## config.mk

```make
export PLATFORM = sky130hd
export DESIGN_NAME = sdtx_sequencer_flat
export DESIGN_NICKNAME = d
export VERILOG_FILES = /design/src/rtl/sdtx_sequencer_pkg.sv /design/src/rtl/sdtx_sequencer_if.sv /design/src/rtl/sdtx_sequencer_sdtimeout.sv /design/src/rtl/sdtx_sequencer.sv /design/src/flat_wrapper.sv
export SDC_FILE = /design/constraint.sdc
export NUM_CORES = 1
export LEC_CHECK = 0
export BUFFER_PORTS_ARGS = -buffer_cell sky130_fd_sc_hd__buf_2
export CAP_MARGIN = 40
export CORE_AREA = 2 2 97 99
export CTS_BUF_LIST = sky130_fd_sc_hd__clkbuf_8
export DETAILED_ROUTE_END_ITERATION = 10
export DIE_AREA = 0 0 99 101
export MAX_ROUTING_LAYER = met4
export PLACE_DENSITY = 0.71
export SYNTH_ARGS = -nofsm -noshare
export SYNTH_HDL_FRONTEND = slang
export SYNTH_SLANG_ARGS = --single-unit
```

## constraint.sdc

```tcl
create_clock -name i_clk -period 2.2 [get_ports i_clk]
set_input_delay 0.33 -clock i_clk [delete_from_list [all_inputs] [get_ports i_clk]]
set_output_delay 0.33 -clock i_clk [all_outputs]
set_load 0.1 [all_outputs]
```

## src/rtl/sdtx_sequencer_pkg.sv

```systemverilog
// sdtx_sequencer_pkg: shared state encoding, error codes and CRC-status tokens
package sdtx_sequencer_pkg;
  localparam int DW = 32;
  typedef enum logic [2:0] {IDLE, DATA, DRAIN, STATUS, BUSY} state_t;
  typedef enum logic [1:0] {ERR_NONE = 2'b00, ERR_CRC = 2'b01, ERR_WRITE = 2'b10, ERR_TIMEOUT = 2'b11} err_t;
  localparam logic [2:0] TOK_OK = 3'b010;
  localparam logic [2:0] TOK_CRC = 3'b101;
  localparam logic [2:0] TOK_WRITE = 3'b110;
endpackage

```

## src/rtl/sdtx_sequencer_if.sv

```systemverilog
// sdtx_sequencer_if: memory-side and framer-side word streams
interface sdtx_sequencer_if;
  import sdtx_sequencer_pkg::*;
  logic M_VALID, M_READY, S_VALID, S_READY, S_LAST;
  logic [DW-1:0] M_DATA, S_DATA;
  modport master(input M_VALID, M_DATA, S_READY, output M_READY, S_VALID, S_DATA, S_LAST);
  modport slave(output M_VALID, M_DATA, S_READY, input M_READY, S_VALID, S_DATA, S_LAST);
endinterface

```

## src/rtl/sdtx_sequencer_sdtimeout.sv

```systemverilog
// sdtimeout: loadable down-counter advanced by the card-clock strobe, flags expiry on the tick after reaching zero
module sdtimeout #(
  parameter int W = 8
) (
  input  logic         i_clk,
  input  logic         i_reset,
  input  logic         i_load,
  input  logic [W-1:0] i_load_val,
  input  logic         i_ckstb,
  output logic         o_expired
);
  logic [W-1:0] cnt_q, cnt_d;
  always_comb cnt_d = i_load ? i_load_val : (i_ckstb && cnt_q != '0) ? cnt_q - W'(1) : cnt_q;
  always_ff @(posedge i_clk) cnt_q <= i_reset ? '0 : cnt_d;
  assign o_expired = !i_load && i_ckstb && cnt_q == '0;
endmodule

```

## src/rtl/sdtx_sequencer.sv

```systemverilog
// sdtx_sequencer: multi-block SD write sequencer (stream words, await CRC status and card busy)
module sdtx_sequencer
  import sdtx_sequencer_pkg::*;
#(
  parameter int LGBLK = 9,
  parameter int LGTIMEOUT = 20,
  parameter int LGSTATUS = 6
) (
  input  logic                    i_clk,
  input  logic                    i_reset,
  input  logic                    i_start,
  input  logic [15:0]             i_nblocks,
  input  logic                    i_abort,
  input  logic                    i_ckstb,
  sdtx_sequencer_if.master        bus,
  output logic                    o_tx_en,
  input  logic                    i_tx_busy,
  input  logic                    i_crcstat_valid,
  input  logic [2:0]              i_crcstat,
  input  logic                    i_dat0,
  output logic                    o_busy,
  output logic                    o_done,
  output logic                    o_err,
  output logic [1:0]              o_errcode
);
  localparam int WW = LGBLK - 2;
  state_t state_q, state_d;
  logic [WW-1:0] word_q, word_d;
  logic [15:0] blk_q, blk_d;
  logic done_q, done_d, err_q, err_d;
  err_t code_q, code_d, fail_code;
  logic xfer, fail, stat_exp, busy_exp;
  assign bus.S_VALID = state_q == DATA && bus.M_VALID && !i_abort;
  assign bus.M_READY = state_q == DATA && bus.S_READY && !i_abort;
  assign bus.S_DATA = bus.M_DATA;
  assign bus.S_LAST = state_q == DATA && word_q == '1;
  assign xfer = bus.S_VALID && bus.S_READY;
  sdtimeout #(.W(LGSTATUS)) u_stat (
    .i_clk, .i_reset, .i_load(state_q != STATUS), .i_load_val('1), .i_ckstb, .o_expired(stat_exp)
  );
  sdtimeout #(.W(LGTIMEOUT)) u_busy (
    .i_clk, .i_reset, .i_load(state_q != BUSY), .i_load_val({{(LGTIMEOUT-1){1'b1}}, 1'b0}), .i_ckstb,
    .o_expired(busy_exp)
  );
  always_comb begin
    state_d = state_q;
    word_d = xfer ? word_q + WW'(1) : word_q;
    blk_d = blk_q;
    done_d = 1'b0;
    err_d = err_q;
    code_d = code_q;
    fail = 1'b0;
    fail_code = ERR_TIMEOUT;
    case (state_q)
      IDLE: if (i_start) begin
        blk_d = i_nblocks;
        word_d = '0;
        err_d = 1'b0;
        code_d = ERR_NONE;
        state_d = i_nblocks == '0 ? IDLE : DATA;
        done_d = i_nblocks == '0;
      end
      DATA: if (xfer && word_q == '1) state_d = DRAIN;
      DRAIN: if (!i_tx_busy) state_d = STATUS;
      STATUS: if (i_crcstat_valid) begin
        state_d = i_crcstat == TOK_OK ? BUSY : STATUS;
        fail = i_crcstat != TOK_OK;
        fail_code = i_crcstat == TOK_CRC ? ERR_CRC : ERR_WRITE;
      end else fail = stat_exp;
      BUSY: if (i_ckstb && i_dat0) begin
        blk_d = blk_q - 16'd1;
        state_d = blk_q == 16'd1 ? IDLE : DATA;
        done_d = blk_q == 16'd1;
      end else fail = busy_exp;
      default: state_d = IDLE;
    endcase
    if (state_q != IDLE && (i_abort || fail)) begin
      state_d = IDLE;
      done_d = 1'b1;
      err_d = 1'b1;
      code_d = i_abort ? ERR_TIMEOUT : fail_code;
    end
  end
  always_ff @(posedge i_clk) begin
    if (i_reset) begin
      state_q <= IDLE;
      word_q <= '0;
      blk_q <= '0;
      done_q <= 1'b0;
      err_q <= 1'b0;
      code_q <= ERR_NONE;
    end else begin
      state_q <= state_d;
      word_q <= word_d;
      blk_q <= blk_d;
      done_q <= done_d;
      err_q <= err_d;
      code_q <= code_d;
    end
  end
  assign o_busy = state_q != IDLE;
  assign o_tx_en = state_q == DATA || state_q == DRAIN;
  assign o_done = done_q;
  assign o_err = err_q;
  assign o_errcode = code_q;
endmodule

```

## src/flat_wrapper.sv

```systemverilog
// flat-port wrapper written by rule: the top's interface ports become plain ports
module sdtx_sequencer_flat import sdtx_sequencer_pkg::*;
#(
  parameter int LGBLK = 9,
  parameter int LGTIMEOUT = 20,
  parameter int LGSTATUS = 6
)
  (i_clk, i_reset, i_start, i_nblocks, i_abort, i_ckstb, o_tx_en, i_tx_busy, i_crcstat_valid, i_crcstat, i_dat0, o_busy, o_done, o_err, o_errcode, bus_M_VALID, bus_M_DATA, bus_S_READY, bus_M_READY, bus_S_VALID, bus_S_DATA, bus_S_LAST);
  sdtx_sequencer_if bus_i ();
  input  logic i_clk;
  input  logic i_reset;
  input  logic i_start;
  input  logic [15:0] i_nblocks;
  input  logic i_abort;
  input  logic i_ckstb;
  output logic o_tx_en;
  input  logic i_tx_busy;
  input  logic i_crcstat_valid;
  input  logic [2:0] i_crcstat;
  input  logic i_dat0;
  output logic o_busy;
  output logic o_done;
  output logic o_err;
  output logic [1:0] o_errcode;
  input wire logic [$bits(bus_i.M_VALID)-1:0] bus_M_VALID;
  input wire logic [$bits(bus_i.M_DATA)-1:0] bus_M_DATA;
  input wire logic [$bits(bus_i.S_READY)-1:0] bus_S_READY;
  output wire logic [$bits(bus_i.M_READY)-1:0] bus_M_READY;
  output wire logic [$bits(bus_i.S_VALID)-1:0] bus_S_VALID;
  output wire logic [$bits(bus_i.S_DATA)-1:0] bus_S_DATA;
  output wire logic [$bits(bus_i.S_LAST)-1:0] bus_S_LAST;
  assign bus_i.M_VALID = bus_M_VALID;
  assign bus_i.M_DATA = bus_M_DATA;
  assign bus_i.S_READY = bus_S_READY;
  assign bus_M_READY = bus_i.M_READY;
  assign bus_S_VALID = bus_i.S_VALID;
  assign bus_S_DATA = bus_i.S_DATA;
  assign bus_S_LAST = bus_i.S_LAST;
  sdtx_sequencer #(.LGBLK(LGBLK), .LGTIMEOUT(LGTIMEOUT), .LGSTATUS(LGSTATUS)) u_core (.i_clk(i_clk), .i_reset(i_reset), .i_start(i_start), .i_nblocks(i_nblocks), .i_abort(i_abort), .i_ckstb(i_ckstb), .bus(bus_i), .o_tx_en(o_tx_en), .i_tx_busy(i_tx_busy), .i_crcstat_valid(i_crcstat_valid), .i_crcstat(i_crcstat), .i_dat0(i_dat0), .o_busy(o_busy), .o_done(o_done), .o_err(o_err), .o_errcode(o_errcode));
endmodule
```

==> flow_summary_export.csv, run 1 <==
group,metric,value,unit
status,status,"finished, final reports clean",
floorplanning,die-area,10000,um2
clock_network,cts_tree,"yes",
run,maxCapViolCount,0,
synth,synthMuxAreaShare,0.0129,
clock_network,clock-sinks,56,
floorplanning,floorplan.initialDensity,0.387,
synth,synth_ff_type,"dfxtp_1",
timing,fmax,0.459,GHz
grt,grt_max_degree,45,
synth,synth_edf_count,0,
placed_design,dpl_cell_area,3670,um2
synth,ys_seq_elements,56,
layout,area_delta_synth_final,8.67,%
clock_network,clk_latency,0.32,ns
synth,synth-adder-area-share,0.0216,
power,p_per_area,726,nW/um2
synth,synth_cell_types,59,
timing,fin_worst_skew,0.00960,ns
detailed_routing,totalWireLength,8120,um
synth,synth_compound_area_frac,0.209,
synth,ys.warnings.count,0,
detailed_routing,dr.pass1.iters,5,
timing,worst_slew_pin_slew,0.719,ns
floorplanning,die_w,99,um
clock_network,cts_buffers,5,
power,p_leak,1.37,nW
floorplanning,die_h,101,um
clock_network,cts_buffer_depth,2,
worst_setup_path,path_max_fanout,3,
layout,finalNonFillerCells,557,
grt,antenna_found_initial,0,
floorplanning,core_area,8980,um2
grt,overflow,0,
floorplanning,row_count,35,
timing,finalCritPeriodShare,0.991,
synth,yosys.area_share.xor_xnor,0.0554,
min_path,hold_class,"in -> reg",
timing,hold_violations,0,
timing,rsz0062_at_grt,"true",
timing,slew_headroom,0.516,
clock_network,cts-root-buf,"clkbuf_8",
synth,syn_inst,432,
grt,grt_pass1_wl,13300,um
detailed_routing,ant_nets,0,
synth,synth.net_count,499,
detailed_routing,first_iter_violations,250,
synth,yosysTopAreaCellShare,0.322,
worst_setup_path,cp.arrival,2.43,ns
power,ir_worst_vdd,273,uV
synth,yosysSeqAreaShare,0.322,
placed_design,place.gp.congestion,0.862,
synth,yosys.area_share.simple,0.258,
timing,setup_tns,0,ns
detailed_routing,wire_per_inst,14.6,um
worst_setup_path,startpoint_type,"register",
timing,setup_viol,0,
grt,grt_pass1_vias,2942,
timing,fin_ws,0.0204,ns
clock_network,ctsResizeCount,1,
detailed_routing,drt-vias-per-instance,5.77,
worst_setup_path,end_kind,"register",
synth,syn_area,3480,um2
synth,syn_area_per_cell,8.05,um2
placed_design,place_ws,0.0584,ns
worst_setup_path,required,2.45,ns
power,total_power,2.74,mW
clock_network,postCtsSetupBuffers,0,
timing,hold-worst-slack,0.275,ns
layout,finalNetCount,512,
synth,ys_top_cells_by_area,"dfxtp_1 (32%), buf_4 (6.9%), a21oi_1 (6.0%)",
floorplanning,io_pins,102,
detailed_routing,dr_total_vias,3216,
synth,synth-async-reset-ratio,0,
clock_network,clk_pin_slew,0.11,ns
placed_design,dpl.cell_count,549,
synth,yosysTopAreaCell,"dfxtp_1",
clock_network,cts_htree_levels,2,
layout,design_area,3780,um2
layout,final_util,0.421,
clock_network,hold_buffers,0,
layout,drive_above_1_share,0.200,
placed_design,portBuffers,37,
timing,min_period,2.18,ns
placed_design,place_hpwl,6010,um
grt,grt_use_total,0.164,
worst_setup_path,path_class,"reg -> reg",
synth,synth_top_family_by_area,"simple AND/OR/NAND/NOR gates",
detailed_routing,drc,0,
layout,n_antenna_cell,0,
timing,slew_violations,0,
[path summary, 6_finish.rpt]
kind | from | end | slack [ns] | cells after the start
worst max register to register | u_core.u_busy.cnt_q[19] | u_core.u_busy.cnt_q[1] | 0.02 | 5
worst min register to register | u_core.o_err | u_core.o_err | 0.46 | 2
worst max-delay path | u_core.u_busy.cnt_q[19] | u_core.u_busy.cnt_q[1] | 0.02 | 5
worst min-delay path | i_reset | u_core.state_q[0] | 0.27 | 2
[Yosys cell counts (3+ instances only)]
cell type,count
dfxtp_1,56
a21oi_1,42
buf_4,32
nand2_1,29
nor2_1,29
nor3_1,24
o21ai_0,19
xnor2_1,16
nor4_1,15
clkbuf_1,13
nand3_1,11
a31oi_1,10
inv_1,10
a211oi_1,8
nand4_1,8
and2_1,6
ha_1,6
nand2b_1,6
o31ai_1,6
or3_1,6
xor2_1,6
a311oi_1,5
buf_2,4
a211o_1,3
a21o_1,3
clkbuf_8,3
mux2i_1,3
nand3b_1,3
nor2b_1,3
nor3b_1,3
nor4b_1,3
o22ai_1,3
or3_2,3
or4_1,3
[where the power goes]
group          switching, mW  leakage [nW]  internal (mW)
clock                  0.362        0.0434          0.256
combinational          0.606         0.862          0.309
sequential             0.105         0.465           1.11
[final cells by class]
class	instances	area [um2]
Fill cell	868	5200
Clock inverter	2	15.0
Inverter	10	37.5
Sequential cell	56	1120
Timing Repair Buffer	62	409
Clock buffer	6	82.6
Multi-Input combinational cell	310	1980
Tap cell	111	139
[layer usage]
layer,GRT usage,vias to the layer above,part of all wire
li1,-,1575,-
met1,0.189,1522,0.43
met2,0.276,99,0.49
met3,0.0319,20,0.047
met4,0.0727,0,0.027
met5,-,-,0
[cells by family (layout without fill, tap and decap cells)]
family,count (synthesis),in the layout
simple gates,163,163
compound gates,115,115
buf+inv,66,80
flops,56,56
xor+xnor,22,22
fa+ha+maj,6,6
mux,4,4
[state kept, by name (all words and copies together) (netlist names)]
register	cells
u_core.blk_q	16
u_core.o_errcode	2
u_core.word_q	7
u_core.state_q	3
u_core.u_stat.cnt_q	6
u_core.u_busy.cnt_q	20
u_core.o_done	1
u_core.o_err	1
[cell usage in the layout, fill, tap and decap left out, types with 5 or more instances in the layout]
master,n
ha_1,6
a31oi_1,10
dfxtp_1,56
o31ai_1,6
buf_4,25
or3_1,6
a21oi_1,41
nand3_1,11
buf_2,34
clkbuf_8,6
nand2_1,29
xnor2_1,16
inv_1,10
o21ai_0,19
a311oi_1,5
nor4_1,14
nand4_1,8
a211oi_1,7
nand2b_1,6
nor3_1,24
xor2_1,6
and2_1,6
nor2_1,29
[critical path, cell delays in order (launching register included)]
cell and delay, ns:
dfxtp_1 0.33, or4_2 0.68, or4_4 0.47, o21ai_4 0.18, mux2_4 0.31, a21oi_2 0.13
Power figures use the tool's default switching activity.
==> inputs of run 2 (changes only) <==
--- a/config.mk
+++ b/config.mk
@@ -13,6 +13,7 @@
 export DIE_AREA = 0 0 99 101
 export MAX_ROUTING_LAYER = met4
 export PLACE_DENSITY = 0.71
+export SETUP_SLACK_MARGIN = 0.4
 export SYNTH_ARGS = -nofsm -noshare
 export SYNTH_HDL_FRONTEND = slang
 export SYNTH_SLANG_ARGS = --single-unit
==> flow_summary_export.csv, run 2 (synthesis gave the netlist of run 1 again) <==
group,metric,value,unit
status,status,"finished, final reports clean",
layout,reg_top3,"u_core.u_busy.cnt_q (20), u_core.blk_q (16), u_core.word_q (7)",
clock_network,clk_latency,0.32,ns
detailed_routing,dr.pass1.iters,5,
worst_setup_path,cp.arrival,2.30,ns
grt,grt_use_total,0.182,
timing,worst_slew_pin_slew,0.488,ns
placed_design,portBuffers,37,
floorplanning,row_count,35,
detailed_routing,drt-vias-per-instance,5.78,
floorplanning,die_h,101,um
worst_setup_path,max_stage_delay,0.53,ns
floorplanning,io_pins,102,
worst_setup_path,cpLargestDelayFamily,"simple AND/OR/NAND/NOR gates",
worst_setup_path,path_cells,"or4_4 -> or4_4 -> o21ai_4 -> mux2_4 -> a21oi_2",
timing,fin_worst_skew,0.0138,ns
floorplanning,core_area,8980,um2
clock_network,cts_buffers,5,
grt,overflow,0,
grt,grt_pass1_wl,14800,um
clock_network,cts_tree,"yes",
detailed_routing,wire_per_inst,16.6,um
min_path,hold_class,"in -> reg",
timing,min_period,2.04,ns
grt,antenna_found_initial,0,
timing,slew_violations,0,
placed_design,place.gp.congestion,0.861,
clock_network,clock-sinks,56,
floorplanning,floorplan.initialDensity,0.387,
timing,finalCritPeriodShare,0.927,
timing,setup_tns,0,ns
worst_setup_path,cpMostUsedCell,"or4_4",
layout,largest_register_ffs,20,
layout,area_delta_synth_final,22.9,%
timing,setup_viol,0,
clock_network,cts_buffer_depth,2,
placed_design,place_hpwl,5910,um
layout,n_antenna_cell,0,
floorplanning,die-area,10000,um2
detailed_routing,ant_nets,0,
grt,grt_max_degree,34,
layout,finalNonFillerCells,569,
timing,fmax,0.491,GHz
floorplanning,die_w,99,um
timing,rsz0062_at_grt,"true",
power,ir_worst_vdd,335,uV
layout,max_flop_register,"u_core.u_busy.cnt_q",
timing,slew_headroom,0.677,
worst_setup_path,cp_slowest_cell,"or4_4",
layout,finalNetCount,525,
layout,drive_above_1_share,0.341,
clock_network,clk_pin_slew,0.11,ns
layout,final_cell_mix,"a21oi_1 (41), dfxtp_1 (41), buf_2 (32), buf_4 (32)",
worst_setup_path,end_kind,"register",
run,maxCapViolCount,0,
worst_setup_path,startpoint_type,"register",
timing,hold_violations,0,
detailed_routing,first_iter_violations,215,
clock_network,cts_htree_levels,2,
worst_setup_path,path_class,"reg -> reg",
power,p_per_area,719,nW/um2
worst_setup_path,cp.buffers_inverters,0,
grt,grt_pass1_vias,3170,
worst_setup_path,required,2.46,ns
detailed_routing,dr_total_vias,3290,
detailed_routing,drc,0,
power,p_leak,1.53,nW
detailed_routing,totalWireLength,9430,um
clock_network,cts-root-buf,"clkbuf_8",
worst_setup_path,path_max_fanout,2,
placed_design,dpl.cell_count,541,
[run 2: cell count changes in the layout (fill, tap and decap cells not counted), sizes merged]
cell,delta
buf,+12
clkinvlp,-2
bufinv,+2
[run 2: worst paths after layout]
kind | endpoint | depth (start not counted) | startpoint | slack [ns]
max | u_core.u_busy.cnt_q[1] | 5 | u_core.u_busy.cnt_q[14] | 0.16
min | u_core.blk_q[11] | 3 | i_nblocks[11] | 0.34
max reg2reg | u_core.u_busy.cnt_q[1] | 5 | u_core.u_busy.cnt_q[14] | 0.16
min reg2reg | u_core.o_errcode[1] | 2 | u_core.o_errcode[1] | 0.47
[run 2: worst register-to-register path, delay by kind of cell, from the launching register on]
family,cells,cell delay (ns)
AO/OA/AOI/OAI,2,0.29
flip-flops,1,0.33
multiplexers,1,0.32
AND/OR/NAND/NOR,2,1.06
[run 2: layer usage]
| layer | global-route usage | wire, um | up-vias |
|---|---|---|---|
| met2 | 0.305 | 4840 | 99 |
| met3 | 0.0409 | 468 | 22 |
| met5 | - | 0 | - |
| li1 | - | - | 1597 |
| met1 | 0.222 | 3930 | 1572 |
| met4 | 0.0485 | 194 | 0 |
[run 2: cell type report]
cell class	count	area, um2
clock inverter	2	60.1
inverter	10	37.5
multi-input combinational	310	2290
fill	825	4700
tap	111	139
sequential	56	1140
timing repair buffer	75	538
clock buffer	5	68.8
[run 2: repair_timing]
action / CTS / global route
buffers inserted: 12 / 9
cloned: 0 / 0
gates resized for setup: 31 / 42
setup endpoints to repair: 40 / 42
hold buffers: 0 / 0
pin swaps: 19 / 25
[run 2: metrics by stage]
stage | worst slack (ns) | instance area (um2) | hold slack, ns | util | power [mW]
floorplan | 0.151 | 3590 | 0.454 | - | 2.18
global placement | 0.122 | 3680 | 0.445 | 0.409 | 2.13
detailed placement | 0.0972 | 3680 | 0.458 | 0.409 | 2.15
CTS | 0.111 | 4000 | 0.335 | 0.446 | 2.97
global route | 0.0906 | 4280 | 0.373 | 0.476 | 3.22
finish | 0.161 | 4280 | 0.344 | 0.476 | 3.07
[run 2: power by group]
group	switching [mW]	internal [mW]
sequential	0.137	1.11
clock	0.348	0.449
combinational	0.647	0.382
